===== config.mk =====
export PLATFORM = sky130hd
export DESIGN_NAME = layer_input_seq
export DESIGN_NICKNAME = d
export VERILOG_FILES = /design/src/rtl/layer_input_seq.sv
export SDC_FILE = /design/constraint.sdc
export NUM_CORES = 1
export LEC_CHECK = 0
export CAP_MARGIN = 20
export CORE_MARGIN = 3
export CORE_UTILIZATION = 25
export DETAILED_ROUTE_END_ITERATION = 10
export GPL_ROUTABILITY_DRIVEN = 0
export MAX_ROUTING_LAYER = met4
export PLACE_DENSITY = 0.49
export SLEW_MARGIN = 40
export SYNTH_ARGS = -nofsm -noshare
export SYNTH_HDL_FRONTEND = slang
export SYNTH_SLANG_ARGS = --single-unit
export TNS_END_PERCENT = 20

===== constraint.sdc =====
create_clock -name clk -period 3.9 [get_ports clk]
set_input_delay 0.585 -clock clk [delete_from_list [all_inputs] [get_ports clk]]
set_output_delay 0.585 -clock clk [all_outputs]
set_load 0.005 [all_outputs]

===== src/rtl/layer_input_seq.sv =====
`default_nettype none
// +--------------------------------------------------------------------------+
// | layer_input_seq : strided, abortable raster input sequencer for conv      |
// | Rev 1.0                                                                   |
// +--------------------------------------------------------------------------+
module layer_input_seq #(
   parameter int IMG_W  = 26,
   parameter int IMG_H  = 26,
   parameter int KERNEL = 3,
   parameter int STRIDE = 1,
   localparam int OUT_W = (IMG_W - KERNEL) / STRIDE + 1,
   localparam int OUT_H = (IMG_H - KERNEL) / STRIDE + 1,
   localparam int WCW   = (OUT_W > 1) ? $clog2(OUT_W) : 1,
   localparam int WRW   = (OUT_H > 1) ? $clog2(OUT_H) : 1
) (
   input  logic           clk,
   input  logic           rst,
   input  logic           conv_start,
   input  logic           abort,
   input  logic           pix_valid,
   output logic           busy,
   output logic           fill_ready,
   output logic           win_valid,
   output logic [WRW-1:0] win_row,
   output logic [WCW-1:0] win_col,
   output logic           done
);

   localparam int RW         = (IMG_H > 1) ? $clog2(IMG_H) : 1;
   localparam int CW         = (IMG_W > 1) ? $clog2(IMG_W) : 1;
   localparam int PW         = (STRIDE > 1) ? $clog2(STRIDE) : 1;
   localparam int FILL_COUNT = IMG_W * (KERNEL - 1) + KERNEL - 1;
   localparam int PCW        = (FILL_COUNT > 0) ? $clog2(FILL_COUNT + 1) : 1;

   localparam logic [RW-1:0]  C_ROW_LAST = RW'(IMG_H - 1);
   localparam logic [CW-1:0]  C_COL_LAST = CW'(IMG_W - 1);
   localparam logic [RW-1:0]  C_K1_ROW   = RW'(KERNEL - 1);
   localparam logic [CW-1:0]  C_K1_COL   = CW'(KERNEL - 1);
   localparam logic [PW-1:0]  C_PH_LAST  = PW'(STRIDE - 1);
   localparam logic [PCW-1:0] C_FILL     = PCW'(FILL_COUNT);
   localparam logic [WRW-1:0] C_OR_LAST  = WRW'(OUT_H - 1);
   localparam logic [WCW-1:0] C_OC_LAST  = WCW'(OUT_W - 1);

   typedef enum logic [1:0] {
      S_IDLE   = 2'd0,
      S_FILL   = 2'd1,
      S_STREAM = 2'd2,
      S_DONE   = 2'd3
   } state_t;

   state_t           state_q, state_d;
   logic [RW-1:0]    row_q, row_d;
   logic [CW-1:0]    col_q, col_d;
   logic [PCW-1:0]   pix_cnt_q, pix_cnt_d;
   logic [PW-1:0]    row_ph_q, row_ph_d;
   logic [PW-1:0]    col_ph_q, col_ph_d;
   logic [WRW-1:0]   out_row_q, out_row_d;
   logic [WCW-1:0]   out_col_q, out_col_d;
   logic [WRW-1:0]   win_row_q, win_row_d;
   logic [WCW-1:0]   win_col_q, win_col_d;
   logic             win_valid_q, win_valid_d;
   logic             done_q, done_d;
   logic             busy_q, busy_d;
   logic             fill_ready_q, fill_ready_d;

   logic             row_ge, col_ge;
   logic             row_hit, col_hit;
   logic             accept;
   logic [PCW-1:0]   pix_inc;

   // With a 1x1 kernel every row/column is already past the kernel margin.
   generate
      if (KERNEL == 1) begin : g_k1
         assign row_ge = 1'b1;
         assign col_ge = 1'b1;
      end else begin : g_kn
         assign row_ge = (row_q >= C_K1_ROW);
         assign col_ge = (col_q >= C_K1_COL);
      end
   endgenerate

   assign row_hit = row_ge && (row_ph_q == '0);
   assign col_hit = col_ge && (col_ph_q == '0);
   assign accept  = pix_valid && !abort && (state_q == S_FILL || state_q == S_STREAM);
   assign pix_inc = pix_cnt_q + 1'b1;

   always_comb begin
      state_d     = state_q;
      row_d       = row_q;
      col_d       = col_q;
      pix_cnt_d   = pix_cnt_q;
      row_ph_d    = row_ph_q;
      col_ph_d    = col_ph_q;
      out_row_d   = out_row_q;
      out_col_d   = out_col_q;
      win_valid_d = 1'b0;
      win_row_d   = win_row_q;
      win_col_d   = win_col_q;

      case (state_q)
         S_IDLE: begin
            if (conv_start) state_d = (FILL_COUNT == 0) ? S_STREAM : S_FILL;
         end
         S_FILL, S_STREAM: begin
            if (abort)
               state_d = S_IDLE;
            else if (accept && row_q == C_ROW_LAST && col_q == C_COL_LAST)
               state_d = S_DONE;
            else if (accept && state_q == S_FILL && pix_inc == C_FILL)
               state_d = S_STREAM;
         end
         S_DONE:  state_d = S_IDLE;
         default: state_d = S_IDLE;
      endcase

      if (accept) begin
         if (row_hit && col_hit) begin
            win_valid_d = 1'b1;
            win_row_d   = out_row_q;
            win_col_d   = out_col_q;
         end
         if (pix_cnt_q != C_FILL) pix_cnt_d = pix_inc;
         if (col_q == C_COL_LAST) begin
            col_d     = '0;
            col_ph_d  = '0;
            out_col_d = '0;
            row_d     = row_q + 1'b1;
            row_ph_d  = !row_ge ? '0 : (row_ph_q == C_PH_LAST) ? '0 : row_ph_q + 1'b1;
            if (row_hit && out_row_q != C_OR_LAST) out_row_d = out_row_q + 1'b1;
         end else begin
            col_d    = col_q + 1'b1;
            col_ph_d = !col_ge ? '0 : (col_ph_q == C_PH_LAST) ? '0 : col_ph_q + 1'b1;
            if (col_hit && out_col_q != C_OC_LAST) out_col_d = out_col_q + 1'b1;
         end
      end

      // Counters only live while a frame is in flight; this also discards an aborted pixel.
      if (state_d != S_FILL && state_d != S_STREAM) begin
         row_d     = '0;
         col_d     = '0;
         pix_cnt_d = '0;
         row_ph_d  = '0;
         col_ph_d  = '0;
         out_row_d = '0;
         out_col_d = '0;
      end

      busy_d       = (state_d == S_FILL) || (state_d == S_STREAM);
      fill_ready_d = (state_d == S_STREAM) || (state_d == S_DONE);
      done_d       = (state_d == S_DONE);
   end

   always_ff @(posedge clk) begin
      if (rst) begin
         state_q      <= S_IDLE;
         row_q        <= '0;
         col_q        <= '0;
         pix_cnt_q    <= '0;
         row_ph_q     <= '0;
         col_ph_q     <= '0;
         out_row_q    <= '0;
         out_col_q    <= '0;
         win_valid_q  <= 1'b0;
         win_row_q    <= '0;
         win_col_q    <= '0;
         done_q       <= 1'b0;
         busy_q       <= 1'b0;
         fill_ready_q <= 1'b0;
      end else begin
         state_q      <= state_d;
         row_q        <= row_d;
         col_q        <= col_d;
         pix_cnt_q    <= pix_cnt_d;
         row_ph_q     <= row_ph_d;
         col_ph_q     <= col_ph_d;
         out_row_q    <= out_row_d;
         out_col_q    <= out_col_d;
         win_valid_q  <= win_valid_d;
         win_row_q    <= win_row_d;
         win_col_q    <= win_col_d;
         done_q       <= done_d;
         busy_q       <= busy_d;
         fill_ready_q <= fill_ready_d;
      end
   end

   assign busy       = busy_q;
   assign fill_ready = fill_ready_q;
   assign win_valid  = win_valid_q;
   assign win_row    = win_row_q;
   assign win_col    = win_col_q;
   assign done       = done_q;

endmodule
`default_nettype wire


==> results of run 1 <==
## state kept, by name, indices dropped and copies added, names as in the netlist, 2 cells and up
register / count
col_q: 5
out_col_q: 5
out_row_q: 5
pix_cnt_q: 6
row_q: 5
state_q: 2
win_col: 5
win_row: 5
## cell type report
type                       count  area, µm²
fill                         888       5760
multi-input combinational    182       1220
sequential                    42        841
timing repair buffer          20        195
tap                          105        131
clock buffer                   6       82.6
inverter                      12       45.0
clock inverter                 1       30.0
## metal layers
metal / up-vias / wire (µm) / global-route usage
li1: 918 / - / -
met1: 821 / 2350 / 0.132
met2: 24 / 2110 / 0.152
met3: 5 / 160 / 0.0326
met4: 0 / 56 / 0.0284
met5: - / 0 / -
## per-stage QoR
stage	instance area (µm²)	worst slack [ns]
after floorplan	2160	1.11
after global placement	2430	0.546
after detailed placement	2430	0.456
after CTS	2540	0.768
after global routing	2540	0.509
final	2540	0.769
## cells by family (layout without fill, tap and decap cells)
| family | Yosys count | count (layout) | synth area share |
|---|---|---|---|
| xor+xnor | 13 | 13 | 0.0528 |
| simple gates | 94 | 94 | 0.246 |
| compound gates | 60 | 60 | 0.177 |
| buf+inv | 24 | 39 | 0.0470 |
| fa+ha+maj | 15 | 15 | 0.0870 |
| flops | 42 | 42 | 0.390 |
## worst max-delay path, stage by stage
cell	delay (ns)
clkdlybuf4s50_1	0.42
nand3b_1	0.33
a211o_1	0.37
a22o_1	0.25
a21oi_1	0.19
ha_1	0.27
or2_2	0.30
inv_1	0.17
o21ai_1	0.21
a211oi_1	0.24
## worst min-delay path by stage
| stage | from | slack [ns] | end |
|---|---|---|---|
| 6_report | win_row[4]$_SDFFE_PP0P_ | 0.48 | win_row[4]$_SDFFE_PP0P_ |
| 5_1_grt | win_row[3]$_SDFFE_PP0P_ | 0.50 | win_row[3]$_SDFFE_PP0P_ |
| 3_3_place_gp | win_row[3]$_SDFFE_PP0P_ | 0.46 | win_row[3]$_SDFFE_PP0P_ |
| 4_1_cts | win_row[3]$_SDFFE_PP0P_ | 0.48 | win_row[3]$_SDFFE_PP0P_ |
| 3_5_place_dp | win_row[3]$_SDFFE_PP0P_ | 0.47 | win_row[3]$_SDFFE_PP0P_ |
| 2_1_floorplan | out_row_q[4]$_SDFFE_PP0P_ | 0.47 | win_row[4]$_SDFFE_PP0P_ |
## placed cells by master, fill, tap and decap left out, types with 2 or more instances in the layout
master           instances
nand4_1                  7
a21oi_1                 18
and3_1                   3
or3_1                    2
nor2_1                  23
o21a_1                   4
nand2_1                 14
a211oi_1                 3
ha_1                    15
inv_1                   12
and3b_1                  2
xor2_1                   8
clkdlybuf4s50_1         18
a21o_1                   2
o21ai_1                  2
a41o_1                   2
nand3_1                 16
and2_1                   5
or4_1                    3
a31oi_1                  7
o21ai_0                 11
nor3_1                   2
dfxtp_1                 42
o31ai_1                  2
buf_4                    2
xnor2_1                  5
nand4b_1                 7
o22ai_1                  2
clkbuf_8                 6
and4b_1                  3
## power groups by stage
stage | clock network, µW | registers (µW) | logic [µW]
CTS | 366 | 434 | 42.3
detailed placement | 0 | 444 | 42.1
global placement | 0 | 444 | 42.0
global route | 383 | 435 | 47.5
finish | 353 | 434 | 42.0
floorplan | 0 | 443 | 27.6
==> run metrics, run 1 <==
Core Box Area=between 8000 and 9000 µm²; I/O Pins=19; Static Leak=0.000865 µW; ANT nets after route=0; worst-path fanout max=7; hold_buf cts=0; P&R area growth vs syn=17.7%; drt total wl=between 4 and 5 mm; number of vias per cell=4.80; largest net degree at the start of global routing=23; Worst Setup End Kind=flop; fin cells=roughly 370; Synth Register Bits=42; TritonCTS Buffers=5; post-synth top area share=0.390; DRC=0; peak supply drop=123 µV; Worst-Skew Late Latency=~0.30 ns; clk sink count=42; Data required, critical path=between 4 and 5 ns; CP Launch Type=input pin; number of synthesized flops with an enable pin=0; Reg power frac=0.523; Final Critical Period=about 3.1 ns; Placed Cells=~360; Power per Cell Area=between 300 and 400 nW/µm²; Synth warnings=0; Die ar.=9780 µm²; Logic pwr share=0.051; Sw Ratio=0.213; worst flop-to-flop path startpoint=state_q[0]$_SDFF_PP0_; worst r2r path cells=11; Hold Crit Class=flop to flop; Final TNS setup=0 ns; htree depth=2; Worst slew margin=0.514; Fmax=319 MHz; RSZ-0062 raised after global routing=no; post-cts resize count=0; maxcap violations=0; skew final=between 0.01 and 0.015 ns; CP Class=input pin to flop; register-to-register setup slack=just over 0.8 ns; CTS root buf=clkbuf_8; Starting Density=0.260; fin util=0.306; register area share after synthesis=0.390; Distinct cells, synth=46; cell row count=33; worst slew pin tran=about 0.73 ns; top-count cell post-synth=dfxtp_1; postcts setup bufs=0; Setup violations, final=0; CTS tree=done; Clock Path Buffers=2; chip height=just under 100 µm; most instantiated cells after synthesis=dfxtp_1, nor2_1, a21oi_1, nand3_1, ha_1; Synth async-reset ratio=0; Slew Limit Fails=0; outcome=completed; Worst R2R End=col_q[1]$_SDFFE_PP0N_; fin crit share=0.803; NetSw=around 180 µW; smallest hold slack=0.477 ns; Tot Pwr=829 µW; Reg clk slew, reported paths=0.08 ns; wire length per cell=between 10 and 15 µm; synthesized area per cell=roughly 8.7 µm²; antenna cells=0; largest cells by area after synthesis=dfxtp_1, ha_1, a21oi_1; critical path arrival=roughly 3.4 ns; mapped cell area=2160 µm²; nets=283; share of post-route cells with drive strength above 1=0.0570; TritonRoute pass-1 iters=4; ys flop type=dfxtp_1; worst hold path depth=2; Die Wd=98.9 µm; vias in the first global route=between 1500 and 2000; Final Hold Viols=0; first-pass GRT wire length=7.87 mm; syn_nets=about 270; total track usage=0.102; gr ovfl total=0; Critical Path Start=abort; Int Power=about 650 µW; routed vias=approximately 1800; dpl hpwl=about 3.3 mm; Syn Inst Count=248; initial antenna violation count=0; Clk pwr share=0.426; largest area contributor in the netlist=dfxtp_1; Starting DRT DRC Count=51; Port Buffers=18; Worst setup endpoint=col_q[1]$_SDFFE_PP0N_
Note: power is estimated with default switching activity, not from simulation.
==> inputs of run 2 (changes only) <==
==> constraint.sdc (replaced) <==
create_clock -name clk -period 3 [get_ports clk]
set_input_delay 0.45 -clock clk [delete_from_list [all_inputs] [get_ports clk]]
set_output_delay 0.45 -clock clk [all_outputs]
set_load 0.005 [all_outputs]
==> run metrics, run 2 (same netlist as run 1, synthesis figures left out) <==
outcome=completed; CP Class=flop to flop; clk sink count=42 (unchanged); chip height=98.9 µm (unchanged); initial antenna violation count=0 (unchanged); worst flop-to-flop path startpoint=pix_cnt_q[0]$_SDFFE_PP0P_; peak supply drop=148 µV (+21%); Starting DRT DRC Count=72 (+41%); Setup violations, final=0 (unchanged); Fmax=357 MHz; Worst-Skew Late Latency=0.29 ns (about the same); Worst Slack Setup Final=0.202 ns (-0.566 ns); CP Launch Type=flop; Critical Path Start=pix_cnt_q[0]$_SDFFE_PP0P_; routed vias=1825 (+3.2%); htree depth=2 (unchanged); first-pass GRT wire length=8.00 mm (+1.7%); P&R area growth vs syn=19.9%; fin crit share=0.933; CP most frequent cell=ha_1; Clk pwr share=0.378 (-0.048); largest net degree at the start of global routing=22 (-4.3%); critical path, cell by cell=ha_1, or4_1, a22o_1, a21oi_2, ha_1, or2_2, buf_4, nor2_1, a41o_1; WP depth=9 (-1); Sw Ratio=0.230 (+0.0177); Placed Cells=369 (+2.2%); nets=291 (+2.8%); Reg area=841 µm² (unchanged); dpl hpwl=3.36 mm (+1.9%); Final Hold Viols=0 (unchanged); # fillers=880 (-0.90%); total track usage=0.100 (-0.00122); Worst R2R End=out_row_q[2]$_SDFFE_PP0P_; critical path arrival=3.03 ns (-0.32 ns); Hold Crit Class=flop to flop; Core Box Area=8300 µm² (unchanged); Worst slew margin=0.645 (+0.131); CP max stage cell=or4_1; DRC=0 (unchanged); worst-path fanout max=17 (+10); CTS tree=done; Largest Register=pix_cnt_q; wire length per cell=12.3 µm (-2.7%); Port Buffers=18 (unchanged); worst r2r path cells=9 (-2); cell row count=33 (unchanged); TritonCTS Buffers=5 (unchanged); Worst Setup End Kind=flop; drt total wl=4.65 mm (-0.34%); I/O Pins=19 (unchanged); Clock Path Buffers=2 (unchanged); Slew Limit Fails=0 (unchanged); Starting Density=0.260 (unchanged); worst slew pin tran=0.532 ns (-0.195 ns); Reg clk slew, reported paths=0.08 ns (about the same); TritonRoute pass-1 iters=4 (unchanged); fin cells=377 (+2.4%); Die Wd=98.9 µm (unchanged); Power per Cell Area=387 nW/µm² (+19%); Worst setup endpoint=out_row_q[2]$_SDFFE_PP0P_; Data required, critical path=3.23 ns (-0.88 ns); Tot Pwr=1000 µW (+21%); register-to-register setup slack=0.20 ns (-0.63 ns); CP max stage delay=0.57 ns (+0.15 ns); vias in the first global route=1710 (+4.8%); antenna cells=0 (unchanged); area occupied by multi-input gates=1220 µm² (+0.31%); commonest non-fill, non-tap cell in the layout=dfxtp_1; WP buf/inv=1 (-1); Static Leak=0.000893 µW (+3.3%); skew final=0.0104 ns (-0.00103 ns); Die ar.=9780 µm² (unchanged); smallest hold slack=0.478 ns (+0.000909 ns); gr ovfl total=0 (unchanged); NetSw=231 µW (+31%); max reg flops=6 (unchanged); ANT nets after route=0 (unchanged); number of vias per cell=4.84 (+0.76%); Int Power=772 µW (+18%); CP delay by family, top=simple AND/OR/NAND/NOR gates; CTS root buf=clkbuf_8; most frequent cells in the layout=dfxtp_1, nor2_1, clkdlybuf4s50_1; maxcap violations=0 (unchanged); Reg power frac=0.562 (+0.039); share of post-route cells with drive strength above 1=0.0956 (+0.0386); Final Critical Period=around 2.8 ns; fin util=0.312 (+0.00558); RSZ-0062 raised after global routing=no; Logic pwr share=0.060 (+0.009); pre-CTS setup slack=-0.00996 ns (-0.466 ns)
run 2: cell count changes in the layout (fill, tap and decap cells not counted):
cell        before  now
clkinv_2         0    1
buf_4            2   10
bufinv_16        1    0
a21oi_2          0    1
inv_1           12   11
a21oi_1         18   17
clkinvlp_4       0    1
inv_2            0    1
run 2: per-stage QoR:
step	instance area (µm²)	setup TNS, ns
2_1_floorplan	2160	0
3_3_place_gp	2490	0
3_5_place_dp	2490	-0.00996
4_1_cts	2580	0
5_1_grt	2590	0
6_report	2590	0
run 2: layer usage:
| layer | GRT usage | wire length (µm) |
|---|---|---|
| met1 | 0.130 | 2300 |
| met2 | 0.157 | 2160 |
| met5 | - | 0 |
| met4 | 0.0284 | 42 |
| met3 | 0.0234 | 158 |
run 2: worst min path at each step:
stage | endpoint | cells past startpoint | start | slack, ns
2_1_floorplan | win_row[4]$_SDFFE_PP0P_ | 2 | out_row_q[4]$_SDFFE_PP0P_ | 0.47
3_3_place_gp | win_row[3]$_SDFFE_PP0P_ | 2 | win_row[3]$_SDFFE_PP0P_ | 0.46
3_5_place_dp | win_row[0]$_SDFFE_PP0P_ | 2 | win_row[0]$_SDFFE_PP0P_ | 0.47
4_1_cts | win_row[0]$_SDFFE_PP0P_ | 2 | win_row[0]$_SDFFE_PP0P_ | 0.48
5_1_grt | win_row[0]$_SDFFE_PP0P_ | 2 | win_row[0]$_SDFFE_PP0P_ | 0.50
6_report | win_row[2]$_SDFFE_PP0P_ | 2 | win_row[2]$_SDFFE_PP0P_ | 0.48
run 2: layout make-up:
type	instances	area share
well taps	105	0.0508
flip-flops and latches	42	0.325
multi-input cells	182	0.471
inverters	12	0.0174
clock buffers	6	0.0319
repair buffers	28	0.0986
clock inverters	2	0.00484
run 2: worst min-delay path, cell delays in order, from the launching register on:
cell and delay (ns):
dfxtp_1 0.31, o21ai_0 0.06, a21oi_1 0.06
run 2: what timing repair did:
action / 4_1_cts / 5_1_grt
resized for setup: 0 / 2
hold buffers: 0 / 0
endpoints found under the setup margin: 0 / 8
buffers inserted: 0 / 0
run 2: power by group through the flow:
stage | logic [µW] | clock network (µW) | registers [µW]
floorplan | 35.9 | 0 | 576
global placement | 60.6 | 0 | 576
detailed placement | 60.3 | 0 | 576
CTS | 60.9 | 395 | 563
global route | 67.4 | 413 | 564
finish | 60.4 | 379 | 563
==> inputs of run 3 (changes only) <==
--- a/config.mk
+++ b/config.mk
@@ -9,9 +9,10 @@
 export CORE_MARGIN = 3
 export CORE_UTILIZATION = 25
 export DETAILED_ROUTE_END_ITERATION = 10
+export DONT_BUFFER_PORTS = 1
 export GPL_ROUTABILITY_DRIVEN = 0
 export MAX_ROUTING_LAYER = met4
-export PLACE_DENSITY = 0.49
+export PLACE_DENSITY = 0.46
 export SLEW_MARGIN = 40
 export SYNTH_ARGS = -nofsm -noshare
 export SYNTH_HDL_FRONTEND = slang
==> run metrics, run 3 (same netlist as run 1, synthesis figures left out) <==
DRC=0 (unchanged); ANT nets after route=0 (unchanged); largest net degree at the start of global routing=23 (+4.5%); register-to-register setup slack=0.23 ns (+0.02 ns); TritonCTS Buffers=5 (unchanged); clk sink count=42 (unchanged); Reg clk slew, reported paths=0.08 ns (about the same); drt total wl=4.65 mm (-0.17%); Clock Path Buffers=2 (unchanged); Starting DRT DRC Count=49 (-32%); Fmax=361 MHz (+0.90%); CP Launch Type=flop; wire length per cell=13.1 µm (+5.7%); initial antenna violation count=0 (unchanged); cell row count=33 (unchanged); maxcap violations=0 (unchanged); worst hold path depth=1 (-1); dpl hpwl=3.25 mm (-3.1%); Worst R2R End=out_row_q[2]$_SDFFE_PP0P_; HP Start=rst; Port Buffers=0 (-18); routed vias=1741 (-4.6%); Slew Limit Fails=0 (unchanged); number of vias per cell=4.89 (+1.0%); Starting Density=0.260 (unchanged); Worst Slack Setup Final=0.227 ns (+0.0250 ns); worst-path fanout max=8 (-9); TritonRoute pass-1 iters=4 (unchanged); most frequent cells in the layout=dfxtp_1, nor2_1, a21oi_1; max reg flops=6 (unchanged); first-pass GRT wire length=7.76 mm (-3.1%); RSZ-0062 raised after global routing=no; Worst-Skew Late Latency=0.29 ns (about the same); Die ar.=9780 µm² (unchanged); post-route cell area=2390 µm² (-7.7%); Worst Setup End Kind=flop; I/O Pins=19 (unchanged); commonest non-fill, non-tap cell in the layout=dfxtp_1; postcts setup bufs=0 (unchanged); smallest hold slack=0.213 ns (-0.266 ns); hold_buf cts=0 (unchanged); vias in the first global route=1688 (-1.3%); peak supply drop=187 µV (+26%); nets=270 (-7.2%); Final Hold Viols=0 (unchanged); fin crit share=0.924 (-0.00832); Setup violations, final=0 (unchanged); Data required, critical path=3.24 ns (about the same); Worst slew margin=0.647 (+0.00119); outcome=completed; worst slew pin tran=0.530 ns (-0.00179 ns); Hold Path End=win_row[4]$_SDFFE_PP0P_; Tot Pwr=996 µW (-0.69%); total track usage=0.101 (+0.000981); CTS root buf=clkbuf_8; area post-placement=2290 µm² (-8.1%); pre-CTS setup slack=0.168 ns (+0.178 ns); skew final=0.00495 ns (-0.00541 ns); Core Box Area=8300 µm² (unchanged); Hold Crit Class=input pin to flop; Die Wd=98.9 µm (unchanged); critical path arrival=3.01 ns (-0.02 ns); Final Critical Period=2.77 ns (-0.0250 ns); CTS tree=done; htree depth=2 (unchanged); Largest Register=pix_cnt_q; worst flop-to-flop path startpoint=pix_cnt_q[0]$_SDFFE_PP0P_; Power per Cell Area=417 nW/µm² (+7.6%); P&R area growth vs syn=10.6%; share of post-route cells with drive strength above 1=0.0916 (-0.00395); Final TNS setup=0 ns (unchanged); chip height=98.9 µm (unchanged); antenna cells=0 (unchanged); Static Leak=0.000816 µW (-8.7%); worst r2r path cells=11 (+2); CP Class=flop to flop; gr ovfl total=0 (unchanged)
[run 3: cell count changes in the layout (fill, tap and decap cells not counted), sizes merged]
cell / before / now
buf: 10 / 7
clkinvlp: 1 / 0
clkdlybuf4s50: 18 / 0
clkbuf: 6 / 7
[run 3: worst max-delay path by stage]
stage / from / end / slack [ns] / cells after the start
3_3_place_gp: pix_cnt_q[0]$_SDFFE_PP0P_ / col_q[1]$_SDFFE_PP0N_ / 0.27 / 9
3_5_place_dp: pix_cnt_q[0]$_SDFFE_PP0P_ / col_q[1]$_SDFFE_PP0N_ / 0.17 / 9
4_1_cts: pix_cnt_q[0]$_SDFFE_PP0P_ / col_q[1]$_SDFFE_PP0N_ / 0.14 / 9
6_report: pix_cnt_q[0]$_SDFFE_PP0P_ / out_row_q[2]$_SDFFE_PP0P_ / 0.23 / 11
2_1_floorplan: state_q[0]$_SDFF_PP0_ / col_q[1]$_SDFFE_PP0N_ / 0.21 / 12
5_1_grt: pix_cnt_q[0]$_SDFFE_PP0P_ / out_row_q[2]$_SDFFE_PP0P_ / 0.02 / 11
[run 3: metal layers]
layer,vias up,share of wire,track usage
met5,-,0,-
met4,0,0.014,0.0567
met3,4,0.032,0.0219
met2,33,0.48,0.157
met1,810,0.48,0.122
li1,894,-,-
[run 3: timing repair]
item	in CTS	in global routing
hold endpoints to repair	0	0
endpoints found under the setup margin	0	2
gates resized for setup	0	3
[run 3: final cells by class]
class,instances,area [µm²]
Multi-Input combinational cell,182,1230
Inverter,12,45.0
Clock buffer,7,86.3
Fill cell,878,5910
Clock inverter,1,5.00
Tap cell,105,131
Sequential cell,42,841
Timing Repair Buffer,7,52.6
[run 3: report_power, final]
part,internal [µW],switching [µW],total [µW]
sequential,560,3.48,564
clock,186,199,385
combinational,18.0,28.7,46.6
total,764,231,996
[run 3: critical path, cell delays in order, from the launching register on]
cell,delay [ns]
dfxtp_1,0.39
ha_2,0.24
or4_1,0.53
a22o_1,0.27
a21oi_2,0.17
ha_1,0.26
or2_2,0.31
inv_1,0.11
buf_4,0.15
nand2_1,0.05
a31oi_1,0.14
a41o_1,0.10
[run 3: metrics by stage]
stage	std cells	utilization
floorplan	248	-
global placement	348	0.275
detailed placement	348	0.275
CTS	356	0.286
global route	356	0.288
finish	356	0.288
